## src/rtl/pc_redirect_unit.sv

```systemverilog
// pc_redirect_unit
//   Chooses the next-PC source for the fetch stage and supplies the jump,
//   branch and return targets. It keeps a circular return-address stack for
//   call/ret. After each redirect, a squash counter ignores the wrong-path
//   decode slots.
//
// Parameters
//   DEPTH          RAS entries (power of 2, 2..16)
//   SQUASH_CYCLES  decode slots ignored after each redirect (0..3)
//
// Ports
//   clk, rst_n        clock (rising edge), asynchronous active-low reset
//   dec_valid         decode slot holds a real instruction
//   dec_kind          000 none, 001 jmp, 010 call, 011 ret, 100 branch
//   dec_pc            address of the decoded instruction
//   dec_imm_j         absolute jump/call target
//   dec_imm_i         sign-extended branch byte offset
//   branch_taken      branch condition result
//   ret_fallback      return address used when the RAS is empty
//   clear_flags       synchronous clear of the sticky flags
//   PCsrc             00 PC+2, 01 J target, 10 I target, 11 return address
//   J_TypeImmediate   jump/call target
//   I_TypeImmediate   branch target (dec_pc + dec_imm_i)
//   ReturnAddress     RAS top, or ret_fallback when the stack is empty
//   flush             kill the instruction currently in fetch
//   ras_count         valid RAS entries (0..DEPTH)
//   ras_overflow      sticky: push while full
//   ras_underflow     sticky: ret while empty
//
// Optional build macro PC_REDIRECT_PERF_CNT_EN adds redirect_count, a
// saturating 16-bit count of flush cycles that clear_flags resets.
module pc_redirect_unit #(
    parameter int unsigned DEPTH         = 4,
    parameter int unsigned SQUASH_CYCLES = 1
) (
    input  logic        clk,
    input  logic        rst_n,
    input  logic        dec_valid,
    input  logic [2:0]  dec_kind,
    input  logic [15:0] dec_pc,
    input  logic [15:0] dec_imm_j,
    input  logic [15:0] dec_imm_i,
    input  logic        branch_taken,
    input  logic [15:0] ret_fallback,
    input  logic        clear_flags,
    output logic [1:0]  PCsrc,
    output logic [15:0] J_TypeImmediate,
    output logic [15:0] I_TypeImmediate,
    output logic [15:0] ReturnAddress,
    output logic        flush,
    output logic [4:0]  ras_count,
    output logic        ras_overflow,
`ifdef PC_REDIRECT_PERF_CNT_EN
    output logic        ras_underflow,
    output logic [15:0] redirect_count
`else
    output logic        ras_underflow
`endif
);

    localparam int unsigned PW = $clog2(DEPTH);

    typedef enum logic {RUN, SQUASH} state_t;
    typedef enum logic [2:0] {
        K_NONE = 3'b000,
        K_JMP  = 3'b001,
        K_CALL = 3'b010,
        K_RET  = 3'b011,
        K_BR   = 3'b100
    } kind_t;

    state_t        state_q, state_d;
    logic [1:0]    sq_cnt_q, sq_cnt_d;
    logic [PW-1:0] ptr_q, ptr_d;
    logic [4:0]    ras_count_q, ras_count_d;
    logic          ovf_q, ovf_d, unf_q, unf_d;
    logic [15:0]   ras_mem [DEPTH];

    logic          act, push, pop, ras_full, ras_empty;
    logic [15:0]   ras_top, push_addr;

    always_comb begin
        PCsrc           = 2'b00;
        flush           = 1'b0;
        push            = 1'b0;
        pop             = 1'b0;
        act             = rst_n & dec_valid & (state_q == RUN);
        ras_full        = (ras_count_q == 5'(DEPTH));
        ras_empty       = (ras_count_q == '0);
        ras_top         = ras_mem[ptr_q - PW'(1)];
        push_addr       = dec_pc + 16'd2;

        // Targets read 0 while reset is held.
        J_TypeImmediate = rst_n ? dec_imm_j : '0;
        I_TypeImmediate = rst_n ? (dec_pc + dec_imm_i) : '0;
        ReturnAddress   = !rst_n ? '0 : (ras_empty ? ret_fallback : ras_top);

        if (act) begin
            case (kind_t'(dec_kind))
                K_JMP:  begin PCsrc = 2'b01; flush = 1'b1; end
                K_CALL: begin PCsrc = 2'b01; flush = 1'b1; push = 1'b1; end
                K_RET:  begin PCsrc = 2'b11; flush = 1'b1; pop  = 1'b1; end
                K_BR:   if (branch_taken) begin PCsrc = 2'b10; flush = 1'b1; end
                default: ;
            endcase
        end

        ptr_d       = ptr_q;
        ras_count_d = ras_count_q;
        ovf_d       = ovf_q & ~clear_flags;
        unf_d       = unf_q & ~clear_flags;

        // A push onto a full stack wraps the pointer onto the oldest entry.
        if (push) begin
            ptr_d = ptr_q + PW'(1);
            if (ras_full) ovf_d = 1'b1;
            else          ras_count_d = ras_count_q + 5'd1;
        end
        if (pop) begin
            if (ras_empty) begin
                unf_d = 1'b1;
            end else begin
                ptr_d       = ptr_q - PW'(1);
                ras_count_d = ras_count_q - 5'd1;
            end
        end

        state_d  = state_q;
        sq_cnt_d = sq_cnt_q;
        case (state_q)
            RUN: if (flush && SQUASH_CYCLES != 0) begin
                state_d  = SQUASH;
                sq_cnt_d = 2'(SQUASH_CYCLES);
            end
            SQUASH: begin
                sq_cnt_d = sq_cnt_q - 2'd1;
                if (sq_cnt_q <= 2'd1) state_d = RUN;
            end
            default: state_d = RUN;
        endcase
    end

    always_ff @(posedge clk or negedge rst_n) begin
        if (!rst_n) begin
            state_q     <= RUN;
            sq_cnt_q    <= '0;
            ptr_q       <= '0;
            ras_count_q <= '0;
            ovf_q       <= 1'b0;
            unf_q       <= 1'b0;
        end else begin
            state_q     <= state_d;
            sq_cnt_q    <= sq_cnt_d;
            ptr_q       <= ptr_d;
            ras_count_q <= ras_count_d;
            ovf_q       <= ovf_d;
            unf_q       <= unf_d;
        end
    end

    // Stack storage needs no reset: ras_count=0 masks stale entries.
    always_ff @(posedge clk) begin
        if (push) ras_mem[ptr_q] <= push_addr;
    end

    assign ras_count     = ras_count_q;
    assign ras_overflow  = ovf_q;
    assign ras_underflow = unf_q;

`ifdef PC_REDIRECT_PERF_CNT_EN
    logic [15:0] rc_q, rc_d;

    always_comb begin
        rc_d = rc_q;
        if (flush) rc_d = clear_flags ? 16'd1 : ((rc_q == '1) ? rc_q : rc_q + 16'd1);
        else if (clear_flags) rc_d = '0;
    end

    always_ff @(posedge clk or negedge rst_n) begin
        if (!rst_n) rc_q <= '0;
        else        rc_q <= rc_d;
    end

    assign redirect_count = rc_q;
`endif

endmodule

```

## config.mk

```make
export PLATFORM = sky130hd
export DESIGN_NAME = pc_redirect_unit
export DESIGN_NICKNAME = d
export VERILOG_FILES = /design/src/rtl/pc_redirect_unit.sv
export SDC_FILE = /design/constraint.sdc
export NUM_CORES = 1
export LEC_CHECK = 0
export ABC_AREA = 1
export CORE_ASPECT_RATIO = 1.4
export CORE_MARGIN = 2
export CORE_UTILIZATION = 49
export CTS_BUF_LIST = sky130_fd_sc_hd__clkbuf_16
export CTS_CLUSTER_SIZE = 20
export DETAILED_ROUTE_END_ITERATION = 10
export HOLD_SLACK_MARGIN = 0.03
export PLACE_DENSITY = 0.88
export SYNTH_ARGS = -nofsm -noshare
export SYNTH_HDL_FRONTEND = slang
export SYNTH_SLANG_ARGS = --single-unit
```

## constraint.sdc

```tcl
create_clock -name clk -period 3.1 [get_ports clk]
set_clock_uncertainty 0.05 [all_clocks]
set_input_delay 0.465 -clock clk [delete_from_list [all_inputs] [get_ports clk]]
set_output_delay 0.465 -clock clk [all_outputs]
set_load 0.03 [all_outputs]
```

==> results by group, run 1 <==
Status
  • Outcome: complete, no violations

Synthesis
  • Ys async rst share: 15.8%
  • Top-area cell type share of the netlist area: 40.1%
  • Gate Count Post-Synth: 598
  • Syn avg cell area: 8.01 um2
  • Post-synth top area cell: edfxtp_1
  • Netlist Area Pre-Place: 4790 um2
  • Top post-synthesis cells by count: nand2_1 (116), nor2_1 (99), inv_1 (92)
  • Top-count cell post-synth: nand2_1
  • EDFF count, synth: 64
  • Syn. warnings: 0
  • Seq/Total Area, Yosys: between 40% and 50%
  • Count of cell types in the netlist: 31
  • Ranking of synthesized cells by area: edfxtp_1 (40%), nand2_1 (9.1%), nor2_1 (7.8%), inv_1 (7.2%), o21ai_0 (6.5%)
  • Number of synthesized register bits: 76
  • Ys flop type: edfxtp_1
  • Post-synthesis net count: between 600 and 700

Global route
  • Largest net degree at the start of global routing: 35
  • Initial antenna violation count: 0
  • First-pass GRT wire length: ~19000 um
  • Total gr overflow: 0
  • GRT Overall Usage: 23.9%
  • Number of global-route vias before repair: 4365

Clock tree
  • Clock Tree Buf Depth: 2
  • CTS tree: built
  • Root buf cell: clkbuf_16
  • Worst skew pair latency: 0.33 ns
  • CTS sink cnt: 76
  • H-tree Lvls: 3
  • Number of CTS-inserted buffers: 9
  • Worst-path clk slew: 0.05 ns

Drt
  • First-pass DRT Iterations: 5
  • Avg WL per Cell: 14.4 um
  • Antenna viol nets, final: 0
  • Vias: 4447
  • DRC viols: 0
  • Final wirelength: 12500 um
  • Iter 0 DRT Violations: 270
  • Vias/cell: 5.12

Power and ir drop
  • Static Leak: 2.92 nW
  • Peak supply drop: 433 uV
  • Pwr dens: 686 nW/um2
  • PnR Total Power: 4.45 mW

Critical path
  • Critical path type: in2out
  • CP required: 2.58 ns
  • Critical path launch point type: primary input
  • Crit-path max FO: 4
  • Cells on worst reg2reg path: 8
  • CP delay by family, top: buffers and inverters
  • Critical Path Stages: 12
  • Slowest Stage Delay on Critical Path: 0.48 ns
  • Crit path capture type: output pin
  • Critical path arrival: approximately 2.4 ns
  • Slowest CP cell: clkdlybuf4s50_1
  • Crit-path cells: clkdlybuf4s50_1 -> ha_1 -> inv_1 -> fa_1 -> inv_1 -> nand3_1 -> nand3_1 -> nand3b_1 -> nand4_1 -> nand2_1 -> nor2_1 -> buf_4
  • R2R Setup Slk: 0.82 ns
  • CP bufs+invs: 4

Finish
  • Area growth syn-to-layout: 35.5%
  • Antenna Cells: 0
  • Proportion of layout cells with a drive suffix above 1: between 8 and 9%
  • Fin nets: 828

STA
  • Fin crit share: 94.8%
  • Final WS setup: 0.161 ns
  • Final setup violation count: 0
  • Max-slew violations: 0
  • Tmin final: between 2 and 3 ns
  • Total Neg Setup Slack: 0 ns
  • Final hold vios: 0
  • Slew headroom: 61.0%
  • RSZ-0062 raised after global routing: false
  • Max Freq: 340 MHz
  • Worst Tran Pin Value: about 0.58 ns

Placement
  • Port Buffers: 129
  • GPL Wtd Cong: 0.916
  • Final HPWL DP: 9340 um
  • Dpl ws: 0.0404 ns

Die
  • Die width: about 88 um
  • Core Region: 9510 um2
  • Die footprint: 10600 um2
  • Initial Util: 50.4%
  • Die H: 121 um
  • I/O pin cnt: 130
  • Row count: 42

Min path
  • Worst hold path class: in2async

Run
  • Maxcap violations: 0
==> state kept, by name, indices dropped and copies added, names as in the netlist <==
signal,count
sq_cnt_q,2
state_q,1
ras_count,5
ptr_q,2
ras_overflow,1
ras_mem,64
ras_underflow,1
==> layout make-up <==
cell class / count / area [um2]
Inverter: 94 / 353
Clock buffer: 9 / 225
Multi-Input combinational cell: 409 / 2120
Timing Repair Buffer: 141 / 1380
Tap cell: 132 / 165
Clock inverter: 7 / 30.0
Fill cell: 749 / 3020
Sequential cell: 76 / 2220
==> through the flow <==
stage	cell area (um2)	instances	hold slack, ns	utilization (%)
2_1_floorplan	4790	598	0.119	-
3_3_place_gp	6240	852	0.409	65.6
3_5_place_dp	6240	852	0.429	65.6
4_1_cts	6490	868	0.382	68.2
5_1_grt	6490	868	0.406	68.3
6_report	6490	868	0.376	68.3
==> what timing repair did <==
| item | in CTS | in global routing |
|---|---|---|
| endpoints found under the hold margin | 0 | 0 |
| hold buffers | 0 | 0 |
| setup endpoints to repair | 0 | 5 |
| buffers inserted | 0 | 0 |
| resized for setup | 0 | 2 |
==> report_power, final <==
| group | total [mW] | switching (mW) | internal [mW] |
|---|---|---|---|
| Sequential | 1.24 | 0.0607 | 1.18 |
| Clock | 0.884 | 0.361 | 0.523 |
| Combinational | 2.32 | 1.42 | 0.906 |
==> worst paths after layout <==
check	end	start
max in group asynchronous	ras_count[2]$_DFF_PN0_	rst_n
worst max-delay path	I_TypeImmediate[12]	dec_imm_i[0]
worst min register to register	sq_cnt_q[0]$_DFFE_PN0P_	sq_cnt_q[0]$_DFFE_PN0P_
min in group clk	sq_cnt_q[0]$_DFFE_PN0P_	sq_cnt_q[0]$_DFFE_PN0P_
worst max register to register	ptr_q[0]$_DFF_PN0_	ras_count[0]$_DFF_PN0_
worst min-delay path	state_q$_DFF_PN0_	rst_n
==> cells by family after synthesis <==
| kind of cell | share of synthesized area [%] |
|---|---|
| fa+ha+maj | 6.68 |
| buf+inv | 9.35 |
| compound gates | 10.9 |
| simple gates | 22.6 |
| flops | 46.4 |
| xor+xnor | 4.02 |
==> per-layer routing <==
metal	share of wire, %	GRT usage (%)	routed length, um
met5	0	0	0
met4	2.8	11.1	352
met3	6.5	4.69	811
met2	55	44.9	6800
met1	36	24.6	4500
==> cells in the final DEF (no fill, tap or decap), drive strengths merged, types with 2 or more instances in the layout <==
cell,n
a21oi,19
a31oi,16
buf,44
clkbuf,9
clkdlybuf4s50,96
clkinv,2
dfrtp,12
edfxtp,64
ha,24
inv,98
nand2,117
nand3,27
nand3b,3
nand4,5
nor2,100
nor3,7
o21ai,63
xnor2,5
xor2,17
Note: power is estimated with default switching activity, not from simulation.
==> run 2, diff against run 1 <==
Settings changed: SKIP_LAST_GASP set to 1, TNS_END_PERCENT set to 1.
==> results of run 2 <==
Same layout as run 1: the final DEF is identical, and so are final timing and power.
==> run 3, diff against run 2 <==
Settings changed: TNS_END_PERCENT 1 to 5.
==> results of run 3 <==
Same layout as run 1: the final DEF is identical, and so are final timing and power.
